--- src/rtl/rr_arb_pkg.sv ---
// Shared types and helpers for the 4-channel round-robin select arbiter.
package rr_arb_pkg;

   localparam int NUM_CH = 4;
   localparam int CH_W   = 2;

   typedef enum logic {
      IDLE  = 1'b0,
      GRANT = 1'b1
   } state_e;

   // One-hot channel code, bit order matches the downstream 4:1 decoder.
   function automatic logic [NUM_CH-1:0] ch_onehot(input logic [CH_W-1:0] idx);
      return NUM_CH'(1) << idx;
   endfunction

endpackage

--- src/rtl/rr_pick_4.sv ---
// Rotating first-set picker: finds the first requesting channel starting at prio.
module rr_pick_4
   import rr_arb_pkg::*;
(
   input  logic [NUM_CH-1:0] req,
   input  logic [CH_W-1:0]   prio,
   output logic              found,
   output logic [CH_W-1:0]   idx
);

   logic [CH_W-1:0] cand;

   // Scan from the farthest offset down so the nearest requester wins.
   always_comb begin
      found = 1'b0;
      idx   = '0;
      cand  = '0;
      for (int j = NUM_CH - 1; j >= 0; j--) begin
         cand = prio + CH_W'(j);
         if (req[cand]) begin
            found = 1'b1;
            idx   = cand;
         end
      end
   end

endmodule

--- src/rtl/rr_arbiter_sel_4ch.sv ---
// Round-robin arbiter driving the 2-bit select of the shared 4:1 tri-state mux.
// Grants are hold-bounded and always separated by at least one idle cycle.
//
// state | meaning
// IDLE  | no owner; arbitrate among requesters starting at prio
// GRANT | channel sel owns the bus; release on done, request drop or hold limit
module rr_arbiter_sel_4ch
   import rr_arb_pkg::*;
#(
   parameter int MAX_HOLD = 8
) (
   input  logic              clk,
   input  logic              rst,
   input  logic [NUM_CH-1:0] req,
   input  logic              done,
   output logic [CH_W-1:0]   sel,
   output logic [NUM_CH-1:0] grant,
   output logic              busy
);

   localparam int CNT_W = $clog2(MAX_HOLD + 1);

   state_e            state_q;
   logic [CH_W-1:0]   sel_q;
   logic [NUM_CH-1:0] grant_q;
   logic              busy_q;
   logic [CH_W-1:0]   prio_q;
   logic [CNT_W-1:0]  cnt_q;

   logic              pick_found;
   logic [CH_W-1:0]   pick_idx;
   logic              release_c;

   rr_pick_4 u_pick (
      .req   (req),
      .prio  (prio_q),
      .found (pick_found),
      .idx   (pick_idx)
   );

   // Owner gives up the bus when finished, no longer asking, or out of hold budget.
   assign release_c = done || !req[sel_q] || (cnt_q == CNT_W'(MAX_HOLD));

   // Arbitration FSM with registered outputs; sel is kept through idle so the mux stays stable.
   always_ff @(posedge clk) begin
      if (rst) begin
         state_q <= IDLE;
         sel_q   <= '0;
         grant_q <= '0;
         busy_q  <= 1'b0;
         prio_q  <= '0;
         cnt_q   <= '0;
      end else begin
         case (state_q)
            IDLE: begin
               if (pick_found) begin
                  sel_q   <= pick_idx;
                  grant_q <= ch_onehot(pick_idx);
                  busy_q  <= 1'b1;
                  cnt_q   <= CNT_W'(1);
                  state_q <= GRANT;
               end
            end
            GRANT: begin
               if (release_c) begin
                  grant_q <= '0;
                  busy_q  <= 1'b0;
                  prio_q  <= sel_q + CH_W'(1);
                  cnt_q   <= '0;
                  state_q <= IDLE;
               end else begin
                  cnt_q <= cnt_q + CNT_W'(1);
               end
            end
            default: begin
               state_q <= IDLE;
            end
         endcase
      end
   end

   assign sel   = sel_q;
   assign grant = grant_q;
   assign busy  = busy_q;

endmodule

--- config.mk ---
export PLATFORM = sky130hd
export DESIGN_NAME = rr_arbiter_sel_4ch
export DESIGN_NICKNAME = d
export VERILOG_FILES = /design/src/rtl/rr_arb_pkg.sv /design/src/rtl/rr_pick_4.sv /design/src/rtl/rr_arbiter_sel_4ch.sv
export SDC_FILE = /design/constraint.sdc
export NUM_CORES = 1
export LEC_CHECK = 0
export BUFFER_PORTS_ARGS = -buffer_cell sky130_fd_sc_hd__buf_2
export CORE_MARGIN = 2
export CORE_UTILIZATION = 51
export CTS_CLUSTER_DIAMETER = 80
export DETAILED_ROUTE_END_ITERATION = 8
export GPL_ROUTABILITY_DRIVEN = 0
export MAX_ROUTING_LAYER = met4
export PLACE_DENSITY = 0.8
export SLEW_MARGIN = 20
export SYNTH_ARGS = -nofsm -noshare
export SYNTH_HDL_FRONTEND = slang
export SYNTH_SLANG_ARGS = --single-unit
export TNS_END_PERCENT = 30
--- constraint.sdc ---
create_clock -name clk -period 1.9 [get_ports clk]
set_input_delay 0.285 -clock clk [delete_from_list [all_inputs] [get_ports clk]]
set_output_delay 0.285 -clock clk [all_outputs]
set_load 0.02 [all_outputs]
-- Yosys cells after proc, flatten, opt, wreduce, memory -nomap -nowiden
Cells that the tools add are included.
- word-level logic and storage cells: 57
- output and inout bits: 7
- bits of input ports: 7
- register bits after elaboration: 14
- bitwise logic cells: 1
- equal/unequal tests: 3
- magnitude comparators: 5
- shift-type cells: 1
- muxes and demuxes: 30
- reductions and logical operators: 6
- add/subtract/negate cells: 5
- operator list (kind ; number):
    two-way mux 4 bit ; 4
    one-hot mux 4 bit (2 select lines) ; 2
    less-than comparator 2 x 3 -> 1 bit (second input constant) ; 5
    two-way mux 1 bit ; 13
    binary-select mux 1 bit (select 2 bit) ; 5
    two-way mux 2 bit ; 4
    AND reduction 2 bit ; 3
    adder 2 x 1 -> 2 bit (second input constant) ; 2
    adder 2 bit (second input constant) ; 2
    adder 4 x 1 -> 4 bit (second input constant) ; 1
    equality test 4 bit (second input constant) ; 1
    one-hot mux 1 bit (2 select lines) ; 2
    << shifter 1 x 2 -> 4 bit (first input constant) ; 1
    logical OR 1 bit ; 2
    inequality test 2 x 1 -> 1 bit (second input constant) ; 1
    inequality test 2 bit (second input constant) ; 1
    zero test 1 bit ; 1
    NOT 1 bit ; 1

-- Longest topological paths before layout
Gate-level depths: netlist of run 1.
- depth after elaboration: 10
- mapped depth: 7
- gate-level depth less buffers: 6

-- Modules after synthesis
A second synthesis of run 1 with hierarchy kept.
- cell total of the unflattened synthesis: 84
- area total of the unflattened synthesis: 709.4 um^2
- modules (own cells, without submodules) (module ; cells an instance ; times used ; area an instance (um^2)):
    rr_arbiter_sel_4ch ; 71 ; 1 ; 631.9
    rr_pick_4 ; 13 ; 1 ; 77.6

-- Worst setup path after synthesis of run 1
Ideal clock, no wire load.
- path kind: reg-to-reg
- from: reg sel_q[0] (netlist: sel[0])
- to: reg grant_q[0] (netlist: grant[0])
- buffers on the path: 1
- required time: 1.783 ns
- stages on the path, launching flop included: 6
- path slack: -0.004 ns
- arrival: 1.786 ns
- library setup time: 0.117 ns
- cells stage by stage: dfxtp_1 -> mux4_2 -> and4_1 -> buf_4 -> o21ba_2 -> a32o_1
- cells in the longest elaborated chain, start to end: 7
- RTL lines (element ; RTL line ; source):
    start, declared ; rr_arbiter_sel_4ch.sv:24 ; logic [CH_W-1:0] sel_q;
    start signal, assigned ; rr_arbiter_sel_4ch.sv:57 ; sel_q <= pick_idx;
    binary-select mux 1 bit (select 2 bit) ; rr_arbiter_sel_4ch.sv:42 ; assign release_c = done || !req[sel_q] || (cnt_q == CNT_W'(MAX_HOLD));
    two-way mux 1 bit (not written as such) ; rr_arbiter_sel_4ch.sv:42 ;
    zero test 1 bit ; rr_arbiter_sel_4ch.sv:42 ;
    logical OR 1 bit (2 in series) ; rr_arbiter_sel_4ch.sv:42 ;
    inequality test 2 x 1 -> 1 bit (no line) ; -- ;
    AND reduction 2 bit (no line) ; -- ;
    end signal, assigned ; rr_arbiter_sel_4ch.sv:58 ; grant_q <= ch_onehot(pick_idx);
    end, declared ; rr_arbiter_sel_4ch.sv:25 ; logic [NUM_CH-1:0] grant_q;
Every way passes these cells. The select of a mux whose other input is x is not followed.
A chain may end at the register's enable or synchronous reset.

-- Worst setup path after layout of run 1
- from: reg sel_q[0] (netlist: sel[0])
- to: reg grant_q[1] (netlist: grant[1])
Same word-level chain as after synthesis.

==> results of run 1 <==
-- cells in the mapped netlist, types with 2 or more instances --
master	n
dfxtp_1	14
a32o_1	4
nand2_1	4
nor2_1	7
a211oi_1	2
nor3_1	2
inv_1	5
nand3b_1	3
nand3_1	2
ha_1	2
a21o_1	2
clkbuf_1	2
a31oi_1	3
a21oi_1	4
-- logic make-up after synthesis --
kind of cell,after synthesis,synth area share (%)
AOI/OAI and AO/OA,23,24.47
xor gates and xnor gates,2,2.500
adders and majority gates,2,3.571
buffers and inverters,8,4.823
DFF,14,40.00
muxes,2,4.643
and+or+nand+nor,26,20.00
-- worst min-delay path by stage --
stage,from,end,cells past startpoint
5_1_grt,rst,prio_q[0],2
2_1_floorplan,cnt_q[3],cnt_q[3],2
6_report,rst,prio_q[0],2
4_1_cts,rst,cnt_q[3],2
3_3_place_gp,busy,busy,1
3_5_place_dp,busy,busy,1
-- through the flow --
step	setup WS [ns]	total power, W	std cells	cell area (um^2)	hold WS (ns)
6_report	0.1627	0.0006420	106	800.8	0.3152
3_5_place_dp	0.1463	0.0004849	103	778.2	0.4432
4_1_cts	0.1557	0.0006467	106	800.8	0.3111
2_1_floorplan	0.1101	0.0004432	77	701.9	0.4782
5_1_grt	0.04471	0.0006766	106	800.8	0.3337
3_3_place_gp	0.1762	0.0004813	103	778.2	0.4316
-- final cells by class --
| cell class | count | area, um^2 | area share [%] |
|---|---|---|---|
| flip-flops and latches | 14 | 281.5 | 35.16 |
| multi-input cells | 55 | 386.6 | 48.28 |
| clock buffers | 3 | 22.52 | 2.812 |
| inverters | 5 | 18.77 | 2.344 |
| well taps | 15 | 18.77 | 2.344 |
| repair buffers | 14 | 72.57 | 9.062 |
-- per-layer routing --
| metal | wire length [um] | share of wire (%) | track usage [%] |
|---|---|---|---|
| met4 | 23 | 1.7 | 10.00 |
| met5 | 0 | 0 | - |
| met2 | 596 | 45 | 28.91 |
| met3 | 70 | 5.3 | 6.522 |
| met1 | 641 | 48 | 25.17 |
-- placed cells by master, fill, tap and decap left out, types with 2 or more instances in the layout --
| cell type | netlist | final |
|---|---|---|
| nor2_1 | 7 | 7 |
| a21oi_1 | 4 | 4 |
| ha_1 | 2 | 2 |
| dfxtp_1 | 14 | 13 |
| nand2_1 | 4 | 4 |
| clkbuf_4 | 0 | 3 |
| nand3_1 | 2 | 2 |
| a31oi_1 | 3 | 3 |
| inv_1 | 5 | 5 |
| a211oi_1 | 2 | 2 |
| buf_2 | 0 | 13 |
| a21o_1 | 2 | 2 |
| a32o_1 | 4 | 4 |
| nand3b_1 | 3 | 3 |
| nor3_1 | 2 | 2 |
-- flip-flops by register name, summed over array words and instances (netlist names) --
| signal | cells |
|---|---|
| cnt_q | 4 |
| prio_q | 2 |
| state_q | 1 |
| busy | 1 |
| sel | 2 |
| grant | 4 |
-- power breakdown --
part / total [W] / internal (W) / switching [W]
clock network: 0.000164 / 0.0000735 / 0.0000902
logic: 0.000138 / 0.0000619 / 0.0000757
registers: 0.000341 / 0.000317 / 0.0000236
==> flow_summary.html, run 1 <==
<table>
<tr><th>Metric</th><th>Value</th></tr>
<tr><th colspan="2">Power and ir drop</th></tr>
<tr><td>Static Leakage</td><td>approximately 0.33 nW</td></tr>
<tr><td>Total power divided by cell area</td><td>801.7 nW/um^2</td></tr>
<tr><td>Maximum ir drop on the vdd rail</td><td>between 500 and 600 uV</td></tr>
<tr><th colspan="2">Drt</th></tr>
<tr><td>WL final</td><td>between 1 and 1.5 mm</td></tr>
<tr><td>Count of vias placed by the detailed router</td><td>roughly 640</td></tr>
<tr><td>Count of TritonRoute iterations in the first routing pass</td><td>4</td></tr>
<tr><td>Via-to-Cell Ratio</td><td>6.000</td></tr>
<tr><td>Average wire per standard cell</td><td>roughly 13 um</td></tr>
<tr><td>Initial drt markers</td><td>8</td></tr>
<tr><td>DRC viols</td><td>0</td></tr>
<tr><td>Final ANT Viol Nets</td><td>0</td></tr>
<tr><th colspan="2">Clock network</th></tr>
<tr><td>Number of hold buffers added after CTS</td><td>0</td></tr>
<tr><td>Post CTS Setup Buffer Count</td><td>0</td></tr>
<tr><td>CTS tree</td><td>yes</td></tr>
<tr><td>Number of buffers inserted during clock tree synthesis</td><td>3</td></tr>
<tr><td>Sink count of the clock tree</td><td>14</td></tr>
<tr><td>H-Tree Level Count</td><td>1</td></tr>
<tr><td>Clock Root Buffer</td><td>clkbuf_4</td></tr>
<tr><td>Worst-path clk slew</td><td>roughly 0.080 ns</td></tr>
<tr><td>Source-to-sink clock delay at the later pin of the worst-skew pair</td><td>about 0.28 ns</td></tr>
<tr><td>Post-CTS sizing</td><td>0</td></tr>
<tr><td>Clock buffer depth</td><td>2</td></tr>
<tr><th colspan="2">Floorplanning</th></tr>
<tr><td>Die X-Extent</td><td>just over 40 um</td></tr>
<tr><td>Area of the core</td><td>1285 um^2</td></tr>
<tr><td>Initial core utilization</td><td>54.53%</td></tr>
<tr><td>Row Count</td><td>13</td></tr>
<tr><td>I/O pins</td><td>14</td></tr>
<tr><td>Die H</td><td>about 40 um</td></tr>
<tr><td>Die Outline Area</td><td>1686 um^2</td></tr>
<tr><th colspan="2">Synthesis</th></tr>
<tr><td>Flop and latch count out of synthesis</td><td>14</td></tr>
<tr><td>Yosys Warn Count</td><td>0</td></tr>
<tr><td>Mean Syn Cell Area</td><td>roughly 9 um^2</td></tr>
<tr><td>Number of distinct library cells after synthesis</td><td>35</td></tr>
<tr><td>Number of instances in the synthesized netlist</td><td>77</td></tr>
<tr><td>Main synth FF type</td><td>dfxtp_1</td></tr>
<tr><td>Number of synthesized flops with an enable pin</td><td>0</td></tr>
<tr><td>Nets in the synthesized netlist</td><td>between 80 and 90</td></tr>
<tr><td>Fraction of registers with async set or reset after synthesis</td><td>0%</td></tr>
<tr><td>Portion of synthesized cell area occupied by the leading cell type</td><td>40.00%</td></tr>
<tr><td>Netlist area before placement</td><td>700.7 um^2</td></tr>
<tr><td>Cells taking the most area after synthesis</td><td>dfxtp_1 (40%), a32o_1 (5.7%), nor2_1 (3.8%)</td></tr>
<tr><td>Sequential share of the synthesized area</td><td>between 30% and 40%</td></tr>
<tr><td>Library cell occupying the most area in the post-synthesis netlist</td><td>dfxtp_1</td></tr>
<tr><th colspan="2">Global route</th></tr>
<tr><td>Pin count of the biggest net entering global routing</td><td>12</td></tr>
<tr><td>All-Layer GR Usage</td><td>20.19%</td></tr>
<tr><td>Number of antenna violations at the first check in global routing</td><td>0</td></tr>
<tr><td>Via count of the first global-routing pass</td><td>496</td></tr>
<tr><td>Aggregate global routing overflow</td><td>0</td></tr>
<tr><td>First-pass GRT wire length</td><td>2.097 mm</td></tr>
<tr><th colspan="2">Finish</th></tr>
<tr><td>Antenna diodes</td><td>0</td></tr>
<tr><td>Final core utilization</td><td>around 62%</td></tr>
<tr><td>Filler cell count in the final layout</td><td>~100</td></tr>
<tr><td>Final-stage net count</td><td>between 100 and 150</td></tr>
<tr><td>Synth-to-layout area growth</td><td>14.29%</td></tr>
<tr><td>Proportion of layout cells with a drive suffix above 1</td><td>between 20% and 30%</td></tr>
<tr><th colspan="2">Min path</th></tr>
<tr><td>Hold Crit Class</td><td>in -&gt; reg</td></tr>
<tr><th colspan="2">Place</th></tr>
<tr><td>Estimated wirelength of the detail-placed design</td><td>about 1 mm</td></tr>
<tr><td>Port Buffer Count</td><td>13</td></tr>
<tr><th colspan="2">STA</th></tr>
<tr><td>Count of final max-slew check failures</td><td>0</td></tr>
<tr><td>Share of the clock period used by the worst path</td><td>roughly nine tenths</td></tr>
<tr><td>RSZ-0062 raised after global routing</td><td>false</td></tr>
<tr><td>Relative slew margins</td><td>slightly below 70%</td></tr>
<tr><td>Final number of hold-violating endpoints</td><td>0</td></tr>
<tr><td>Actual slew at the worst max-slew pin</td><td>approximately 0.46 ns</td></tr>
<tr><td>Worst clock skew on the final layout</td><td>approximately 0.0035 ns</td></tr>
<tr><td>Max Clk Rate</td><td>575.6 MHz</td></tr>
<tr><td>Final critical-path required period</td><td>about 1.7 ns</td></tr>
<tr><td>Fin Setup TNS</td><td>0 ns</td></tr>
<tr><td>Finish-stage setup viols</td><td>0</td></tr>
<tr><th colspan="2">Worst setup path</th></tr>
<tr><td>Buf+Inv Stages, Crit Path</td><td>0</td></tr>
<tr><td>Worst-path cell with the longest stage delay</td><td>mux4_2</td></tr>
<tr><td>Critical path data arrival time</td><td>~1.9 ns</td></tr>
<tr><td>Crit Path Max Fanout</td><td>6</td></tr>
<tr><td>End of the worst register-to-register path</td><td>grant[1]</td></tr>
<tr><td>Worst setup path endpoint</td><td>grant[1]</td></tr>
<tr><td>Worst setup path start</td><td>sel[0]</td></tr>
<tr><td>Startpoint kind of the worst setup timing path</td><td>flop</td></tr>
<tr><td>Kind of critical path</td><td>reg -&gt; reg</td></tr>
<tr><td>R2R depth</td><td>4</td></tr>
<tr><td>Reg-to-Reg Start</td><td>sel[0]</td></tr>
<tr><td>List of cells traversed by the critical path</td><td>mux4_2, and4_1, o21ba_2, a32o_1</td></tr>
<tr><td>Data required time at the worst endpoint</td><td>between 2 and 2.5 ns</td></tr>
<tr><td>Number of logic stages on the critical path including buffering</td><td>4</td></tr>
<tr><td>Slack of the worst reg-to-reg path</td><td>0.16 ns</td></tr>
<tr><td>Family of cells with the greatest summed delay on the critical path</td><td>multiplexers</td></tr>
<tr><td>Biggest cell delay along the critical path</td><td>roughly 0.52 ns</td></tr>
<tr><td>Crit. End Element</td><td>flop</td></tr>
<tr><th colspan="2">Run status</th></tr>
<tr><td>Result of the run</td><td>finished, final reports clean</td></tr>
<tr><th colspan="2">Run</th></tr>
<tr><td>Reported max-cap violation count</td><td>0</td></tr>
</table>
(Power assumes the default switching activity.)
==> run 2, diff against run 1 <==
- ABC_AREA: default -> 1
- CAP_MARGIN: default -> 10
- CORE_UTILIZATION: 51 -> 54
- PLACE_DENSITY: 0.8 -> 0.82
==> flow_summary.html, run 2 <==
<table>
<tr><th>Metric</th><th>Value</th></tr>
<tr><th colspan="2">Synthesis</th></tr>
<tr><td>Mean Syn Cell Area</td><td>just under 7 um^2</td></tr>
<tr><td>Library cell occupying the most area in the post-synthesis netlist</td><td>dfxtp_1</td></tr>
<tr><td>Cells taking the most area after synthesis</td><td>dfxtp_1 (31%), nand2_1 (16%), nand2_2 (7.7%)</td></tr>
<tr><td>Post-synthesis xor/xnor area fraction</td><td>under 10%</td></tr>
<tr><td>Most frequent cells after synthesis</td><td>nand2_1 (39), inv_1 (15), dfxtp_1 (14)</td></tr>
<tr><td>Netlist area before placement</td><td>895.9 um^2</td></tr>
<tr><td>Portion of synthesized cell area occupied by the leading cell type</td><td>between 30 and 40%</td></tr>
<tr><td>Flop and latch count out of synthesis</td><td>14</td></tr>
<tr><td>Nets in the synthesized netlist</td><td>between 100 and 150</td></tr>
<tr><td>Synth Area in Adders</td><td>about 2.8%</td></tr>
<tr><td>Main synth FF type</td><td>dfxtp_1</td></tr>
<tr><td>Main combinational cell family by area after synthesis</td><td>simple AND/OR/NAND/NOR gates</td></tr>
<tr><td>Number of distinct library cells after synthesis</td><td>23</td></tr>
<tr><td>Fraction of registers with async set or reset after synthesis</td><td>0%</td></tr>
<tr><td>Sequential share of the synthesized area</td><td>between 30% and 40%</td></tr>
<tr><td>Share of cell area taken by muxes after synthesis</td><td>0%</td></tr>
<tr><td>Number of synthesized flops with an enable pin</td><td>0</td></tr>
<tr><td>Compound-gate portion of the synthesized area</td><td>15.92%</td></tr>
<tr><td>Library cell with the highest instance count after synthesis</td><td>nand2_1</td></tr>
<tr><td>Area fraction in and, or, nand and nor cells after synthesis</td><td>between 30% and 40%</td></tr>
<tr><td>Number of instances in the synthesized netlist</td><td>133</td></tr>
<tr><td>Yosys Warn Count</td><td>0</td></tr>
<tr><th colspan="2">STA</th></tr>
<tr><td>Share of the clock period used by the worst path</td><td>around 87%</td></tr>
<tr><td>Count of final max-slew check failures</td><td>0</td></tr>
<tr><td>Worst clock skew on the final layout</td><td>approximately 0.00085 ns</td></tr>
<tr><td>Final critical-path required period</td><td>between 1.5 and 2 ns</td></tr>
<tr><td>RSZ-0062 raised after global routing</td><td>false</td></tr>
<tr><td>Relative slew margins</td><td>approximately three quarters</td></tr>
<tr><td>Finish-stage setup viols</td><td>0</td></tr>
<tr><td>Max Clk Rate</td><td>604.4 MHz</td></tr>
<tr><td>Fin Setup TNS</td><td>0 ns</td></tr>
<tr><td>Final hold slack</td><td>0.3057 ns</td></tr>
<tr><td>Actual slew at the worst max-slew pin</td><td>between 0.3 and 0.4 ns</td></tr>
<tr><td>Final number of hold-violating endpoints</td><td>0</td></tr>
<tr><th colspan="2">Power and ir drop</th></tr>
<tr><td>Total power divided by cell area</td><td>roughly 1100 nW/um^2</td></tr>
<tr><td>Net switching fraction of the power</td><td>43.17%</td></tr>
<tr><td>Part of the power in the clock network</td><td>approximately a fifth</td></tr>
<tr><td>Register share of total power</td><td>between 30% and 40%</td></tr>
<tr><td>Maximum ir drop on the vdd rail</td><td>706.2 uV</td></tr>
<tr><td>Internal power of the cells</td><td>around 0.00064 W</td></tr>
<tr><td>Static Leakage</td><td>0.4971 nW</td></tr>
<tr><td>Switching Power</td><td>about 0.00049 W</td></tr>
<tr><td>Combinational Power Share</td><td>between 40% and 50%</td></tr>
<tr><th colspan="2">Clock network</th></tr>
<tr><td>CTS tree</td><td>yes</td></tr>
<tr><td>Post-CTS sizing</td><td>0</td></tr>
<tr><td>Number of buffers inserted during clock tree synthesis</td><td>3</td></tr>
<tr><td>Post CTS Setup Buffer Count</td><td>0</td></tr>
<tr><td>Clock buffer depth</td><td>2</td></tr>
<tr><td>Number of hold buffers added after CTS</td><td>0</td></tr>
<tr><td>Worst-path clk slew</td><td>approximately 0.080 ns</td></tr>
<tr><td>Source-to-sink clock delay at the later pin of the worst-skew pair</td><td>roughly 0.28 ns</td></tr>
<tr><td>Clock Root Buffer</td><td>clkbuf_4</td></tr>
<tr><td>Sink count of the clock tree</td><td>14</td></tr>
<tr><td>H-Tree Level Count</td><td>1</td></tr>
<tr><th colspan="2">Finish</th></tr>
<tr><td>Filler-free cell count of the finished design</td><td>approximately 160</td></tr>
<tr><td>Final design instance area without fill</td><td>between 1000 and 1500 um^2</td></tr>
<tr><td>Final-stage net count</td><td>158</td></tr>
<tr><td>Antenna diodes</td><td>0</td></tr>
<tr><td>Filler cell count in the final layout</td><td>139</td></tr>
<tr><td>Most frequent standard cell in the layout excluding fill and tap cells</td><td>nand2_1</td></tr>
<tr><td>Proportion of layout cells with a drive suffix above 1</td><td>27.03%</td></tr>
<tr><td>Synth-to-layout area growth</td><td>11.87%</td></tr>
<tr><td>Leading cell types in the layout, fill and taps excluded</td><td>nand2_1 (39), inv_1 (15), dfxtp_1 (14), a21oi_1 (13), buf_2 (13)</td></tr>
<tr><th colspan="2">Global route</th></tr>
<tr><td>Number of antenna violations at the first check in global routing</td><td>0</td></tr>
<tr><td>Pin count of the biggest net entering global routing</td><td>12</td></tr>
<tr><td>Via count of the first global-routing pass</td><td>802</td></tr>
<tr><td>All-Layer GR Usage</td><td>a little over a fifth</td></tr>
<tr><td>Aggregate global routing overflow</td><td>0</td></tr>
<tr><td>First-pass GRT wire length</td><td>3.125 mm</td></tr>
<tr><th colspan="2">Place</th></tr>
<tr><td>Placed cell count</td><td>160</td></tr>
<tr><td>Port Buffer Count</td><td>13</td></tr>
<tr><td>Estimated wirelength of the detail-placed design</td><td>roughly 1.5 mm</td></tr>
<tr><td>Dpl cell area</td><td>roughly 970 um^2</td></tr>
<tr><th colspan="2">Drt</th></tr>
<tr><td>Average wire per standard cell</td><td>roughly 11 um</td></tr>
<tr><td>DRC viols</td><td>0</td></tr>
<tr><td>Count of TritonRoute iterations in the first routing pass</td><td>4</td></tr>
<tr><td>Count of vias placed by the detailed router</td><td>between 800 and 900</td></tr>
<tr><td>Final ANT Viol Nets</td><td>0</td></tr>
<tr><td>Via-to-Cell Ratio</td><td>between 5 and 6</td></tr>
<tr><td>Initial drt markers</td><td>15</td></tr>
<tr><td>WL final</td><td>between 1.5 and 2 mm</td></tr>
<tr><th colspan="2">Floorplanning</th></tr>
<tr><td>Row Count</td><td>14</td></tr>
<tr><td>Die Outline Area</td><td>2001 um^2</td></tr>
<tr><td>Area of the core</td><td>1524 um^2</td></tr>
<tr><td>Die X-Extent</td><td>around 45 um</td></tr>
<tr><td>Die H</td><td>~45 um</td></tr>
<tr><td>Initial core utilization</td><td>roughly three fifths</td></tr>
<tr><td>I/O pins</td><td>14</td></tr>
<tr><th colspan="2">Worst setup path</th></tr>
<tr><td>Startpoint kind of the worst setup timing path</td><td>flop</td></tr>
<tr><td>Kind of critical path</td><td>reg -&gt; reg</td></tr>
<tr><td>Crit. End Element</td><td>flop</td></tr>
<tr><td>Crit Path Max Fanout</td><td>10</td></tr>
<tr><td>Critical path data arrival time</td><td>~1.9 ns</td></tr>
<tr><td>Cell repeated most along the worst path</td><td>nand2_1</td></tr>
<tr><td>Data required time at the worst endpoint</td><td>about 2.1 ns</td></tr>
<tr><td>Biggest cell delay along the critical path</td><td>roughly 0.56 ns</td></tr>
<tr><td>Worst-path cell with the longest stage delay</td><td>dfxtp_1</td></tr>
<tr><td>List of cells traversed by the critical path</td><td>nand2_1, nand2_2, nand2_1, nand2_2, nor2_4, nand2_2, nand2_1, nor2_1, nand2_1, a21oi_2</td></tr>
<tr><th colspan="2">Min path</th></tr>
<tr><td>Hold Crit Class</td><td>in -&gt; reg</td></tr>
<tr><th colspan="2">Run</th></tr>
<tr><td>Reported max-cap violation count</td><td>0</td></tr>
<tr><th colspan="2">Run status</th></tr>
<tr><td>Result of the run</td><td>finished, final reports clean</td></tr>
</table>
## run 2: cell count changes after synthesis, sizes merged, moves of 3 or more
| cell | delta |
|---|---|
| a21oi | +13 |
| a31oi | -3 |
| a32o | -4 |
| inv | +13 |
| nand2 | +46 |
| nand3 | +4 |
| o21ai | +6 |
## run 2: layout make-up
type | instances | area, um^2 | area share, %
multi-input combinational | 99 | 528.0 | 52.68
timing repair buffer | 13 | 65.06 | 6.492
sequential | 14 | 280.3 | 27.97
clock buffer | 4 | 36.28 | 3.620
inverter | 18 | 72.57 | 7.241
tap | 16 | 20.02 | 1.998
## run 2: final timing paths
check,to,from,cells after the start,slack (ns)
setup / recovery,grant[3],prio_q[0],10,0.25
hold / removal,grant[2],rst,2,0.31
setup reg to reg,grant[3],prio_q[0],10,0.25
hold reg to reg,grant[0],grant[0],2,0.47
## run 2: logic make-up after synthesis
kind of cell               after synthesis
DFF                                     14
xor gates and xnor gates                 3
buffers and inverters                   20
AOI/OAI and AO/OA                       24
adders and majority gates                2
and+or+nand+nor                         70
## run 2: routing by layer
metal  wire, um  up-vias  GRT usage, %
li1           -      451             -
met5          0        -             -
met2        951        9         39.42
met3         28        4         4.000
met1        796      375         23.06
met4         27        0         8.485
## run 2: critical path: cells and delay by family (launching register included)
family / cells / cell delay [ns]
simple gates: 9 / 0.91
compound gates: 1 / 0.12
flops: 1 / 0.56
## run 2: metrics by stage
stage	setup WS, ns	power (W)	util (%)
after floorplan	0.5446	0.0008148	-
after global placement	0.3201	0.0009032	63.38
after detailed placement	0.2653	0.0009202	63.38
after CTS	0.2326	0.001132	65.76
after global routing	0.04911	0.001219	65.76
final	0.2455	0.001126	65.76
## run 2: power by group through the flow
| stage | clock, W | sequential [W] | combinational [W] |
|---|---|---|---|
| global placement | 0 | 0.000408 | 0.000495 |
| global route | 0.000231 | 0.000415 | 0.000573 |
| detailed placement | 0 | 0.000411 | 0.000510 |
| CTS | 0.000217 | 0.000404 | 0.000511 |
| floorplan | 0 | 0.000435 | 0.000380 |
| finish | 0.000214 | 0.000404 | 0.000508 |
==> run 3, diff against run 2 <==
- CTS_CLUSTER_DIAMETER: 80 -> 30
- PLACE_DENSITY: 0.82 -> 0.87
- clock period: 1.9 -> 1.7 ns (I/O delays scaled with it)
==> flow_summary.html, run 3 (synthesized netlist as in run 2, its figures left out) <==
<table>
<tr><th>Metric</th><th>Value</th></tr>
<tr><th colspan="2">Drt</th></tr>
<tr><td>Final ANT Viol Nets</td><td>0</td></tr>
<tr><td>Average wire per standard cell</td><td>~11 um</td></tr>
<tr><td>Count of TritonRoute iterations in the first routing pass</td><td>4</td></tr>
<tr><td>DRC viols</td><td>0</td></tr>
<tr><td>WL final</td><td>1.818 mm</td></tr>
<tr><td>Via-to-Cell Ratio</td><td>5.181</td></tr>
<tr><td>Initial drt markers</td><td>8</td></tr>
<tr><td>Count of vias placed by the detailed router</td><td>between 800 and 900</td></tr>
<tr><th colspan="2">Power and ir drop</th></tr>
<tr><td>Sum of internal, switching and leakage power</td><td>about 0.0013 W</td></tr>
<tr><td>Static Leakage</td><td>0.5074 nW</td></tr>
<tr><td>Maximum ir drop on the vdd rail</td><td>680.0 uV</td></tr>
<tr><td>Total power divided by cell area</td><td>around 1300 nW/um^2</td></tr>
<tr><th colspan="2">Min path</th></tr>
<tr><td>Hold Crit Class</td><td>in -&gt; reg</td></tr>
<tr><td>Worst Hold Path Cells</td><td>2</td></tr>
<tr><th colspan="2">Finish</th></tr>
<tr><td>Proportion of layout cells with a drive suffix above 1</td><td>around 29%</td></tr>
<tr><td>Filler-free cell count of the finished design</td><td>166</td></tr>
<tr><td>Synth-to-layout area growth</td><td>13.83%</td></tr>
<tr><td>Leading cell types in the layout, fill and taps excluded</td><td>nand2_1 (39), inv_1 (15), dfxtp_1 (14), a21oi_1 (13), buf_2 (13)</td></tr>
<tr><td>Final-stage net count</td><td>between 150 and 200</td></tr>
<tr><td>Antenna diodes</td><td>0</td></tr>
<tr><td>Most frequent standard cell in the layout excluding fill and tap cells</td><td>nand2_1</td></tr>
<tr><th colspan="2">Global route</th></tr>
<tr><td>Via count of the first global-routing pass</td><td>between 800 and 900</td></tr>
<tr><td>All-Layer GR Usage</td><td>between 20% and 30%</td></tr>
<tr><td>Number of antenna violations at the first check in global routing</td><td>0</td></tr>
<tr><td>Pin count of the biggest net entering global routing</td><td>12</td></tr>
<tr><td>Aggregate global routing overflow</td><td>0</td></tr>
<tr><td>First-pass GRT wire length</td><td>between 3 and 4 mm</td></tr>
<tr><th colspan="2">Worst setup path</th></tr>
<tr><td>List of cells traversed by the critical path</td><td>buf_4, inv_6, nand2_1, and2_1, nor2_2, nand2_2, nand2_1, nor2_2, a21oi_1, nor2_1</td></tr>
<tr><td>Startpoint kind of the worst setup timing path</td><td>flop</td></tr>
<tr><td>Worst-path cell with the longest stage delay</td><td>dfxtp_1</td></tr>
<tr><td>Number of logic stages on the critical path including buffering</td><td>10</td></tr>
<tr><td>Kind of critical path</td><td>reg -&gt; reg</td></tr>
<tr><td>Critical path data arrival time</td><td>roughly 1.8 ns</td></tr>
<tr><td>Biggest cell delay along the critical path</td><td>0.33 ns</td></tr>
<tr><td>Data required time at the worst endpoint</td><td>1.88 ns</td></tr>
<tr><td>Crit Path Max Fanout</td><td>6</td></tr>
<tr><td>R2R depth</td><td>10</td></tr>
<tr><td>Crit. End Element</td><td>flop</td></tr>
<tr><td>Family of cells with the greatest summed delay on the critical path</td><td>simple AND/OR/NAND/NOR gates</td></tr>
<tr><td>Buf+Inv Stages, Crit Path</td><td>2</td></tr>
<tr><th colspan="2">Clock network</th></tr>
<tr><td>Clock buffer depth</td><td>2</td></tr>
<tr><td>Number of buffers inserted during clock tree synthesis</td><td>3</td></tr>
<tr><td>Clock Root Buffer</td><td>clkbuf_4</td></tr>
<tr><td>Source-to-sink clock delay at the later pin of the worst-skew pair</td><td>~0.28 ns</td></tr>
<tr><td>Post CTS Setup Buffer Count</td><td>0</td></tr>
<tr><td>Sink count of the clock tree</td><td>14</td></tr>
<tr><td>CTS tree</td><td>yes</td></tr>
<tr><td>H-Tree Level Count</td><td>1</td></tr>
<tr><td>Worst-path clk slew</td><td>about 0.080 ns</td></tr>
<tr><th colspan="2">Floorplanning</th></tr>
<tr><td>Area of the core</td><td>1524 um^2</td></tr>
<tr><td>I/O pins</td><td>14</td></tr>
<tr><td>Die H</td><td>44.73 um</td></tr>
<tr><td>Initial core utilization</td><td>58.78%</td></tr>
<tr><td>Row Count</td><td>14</td></tr>
<tr><td>Die Outline Area</td><td>around 2000 um^2</td></tr>
<tr><td>Die X-Extent</td><td>44.73 um</td></tr>
<tr><th colspan="2">STA</th></tr>
<tr><td>Max Clk Rate</td><td>between 600 and 700 MHz</td></tr>
<tr><td>Share of the clock period used by the worst path</td><td>between 90 and 100%</td></tr>
<tr><td>Relative slew margins</td><td>between 70% and 80%</td></tr>
<tr><td>RSZ-0062 raised after global routing</td><td>false</td></tr>
<tr><td>Worst clock skew on the final layout</td><td>~0.00047 ns</td></tr>
<tr><td>Finish-stage setup viols</td><td>0</td></tr>
<tr><td>Final critical-path required period</td><td>roughly 1.6 ns</td></tr>
<tr><td>Fin Setup TNS</td><td>0 ns</td></tr>
<tr><td>Final number of hold-violating endpoints</td><td>0</td></tr>
<tr><td>Actual slew at the worst max-slew pin</td><td>roughly 0.31 ns</td></tr>
<tr><td>Count of final max-slew check failures</td><td>0</td></tr>
<tr><th colspan="2">Place</th></tr>
<tr><td>Placed cell count</td><td>around 160</td></tr>
<tr><td>Estimated wirelength of the detail-placed design</td><td>1.499 mm</td></tr>
<tr><td>Port Buffer Count</td><td>13</td></tr>
<tr><th colspan="2">Run</th></tr>
<tr><td>Reported max-cap violation count</td><td>0</td></tr>
<tr><th colspan="2">Run status</th></tr>
<tr><td>Result of the run</td><td>finished, final reports clean</td></tr>
</table>
[run 3: per-stage QoR]
stage	cell area [um^2]	setup WS, ns	utilization [%]	hold WS (ns)
after floorplan	895.9	0.3446	-	0.4333
after detailed placement	980.9	0.2006	64.37	0.4547
final	1020	0.1293	66.91	0.2699
after global routing	1020	0.01829	66.91	0.2807
after global placement	980.9	0.2460	64.37	0.4619
after CTS	1017	0.1607	66.75	0.2662
[run 3: final cells by class]
class	count	area (um^2)
clock buffers	4	36.28
fillers	131	504.2
inverters	18	72.57
multi-input cells	99	530.5
flip-flops and latches	14	280.3
well taps	16	20.02
repair buffers	15	80.08
[run 3: report_power, final]
group          leakage (nW)  internal, W  switching [W]
registers             0.115     0.000385      0.0000580
logic                 0.371     0.000213       0.000385
clock network        0.0210     0.000131       0.000110
total                 0.507     0.000729       0.000553
[run 3: what timing repair did]
item / in CTS / in global routing
hold buffers: 0 / 0
resized for setup: 0 / 1
endpoints found under the setup margin: 0 / 2
[run 3: path summary, 6_finish.rpt]
path,startpoint,to,slack [ns]
worst max-delay path,prio_q[0],sel[1],0.13
worst min-delay path,rst,grant[1],0.27
worst max register to register,prio_q[0],sel[1],0.13
worst min register to register,grant[0],grant[0],0.47
[run 3: layer usage]
layer	wire length, um	vias up	share of wire [%]	track usage [%]
li1	-	452	-	-
met5	0	-	0	-
met2	971	10	53	42.90
met3	25	5	1.4	1.600
met4	42	0	2.3	13.94
met1	778	393	43	24.50
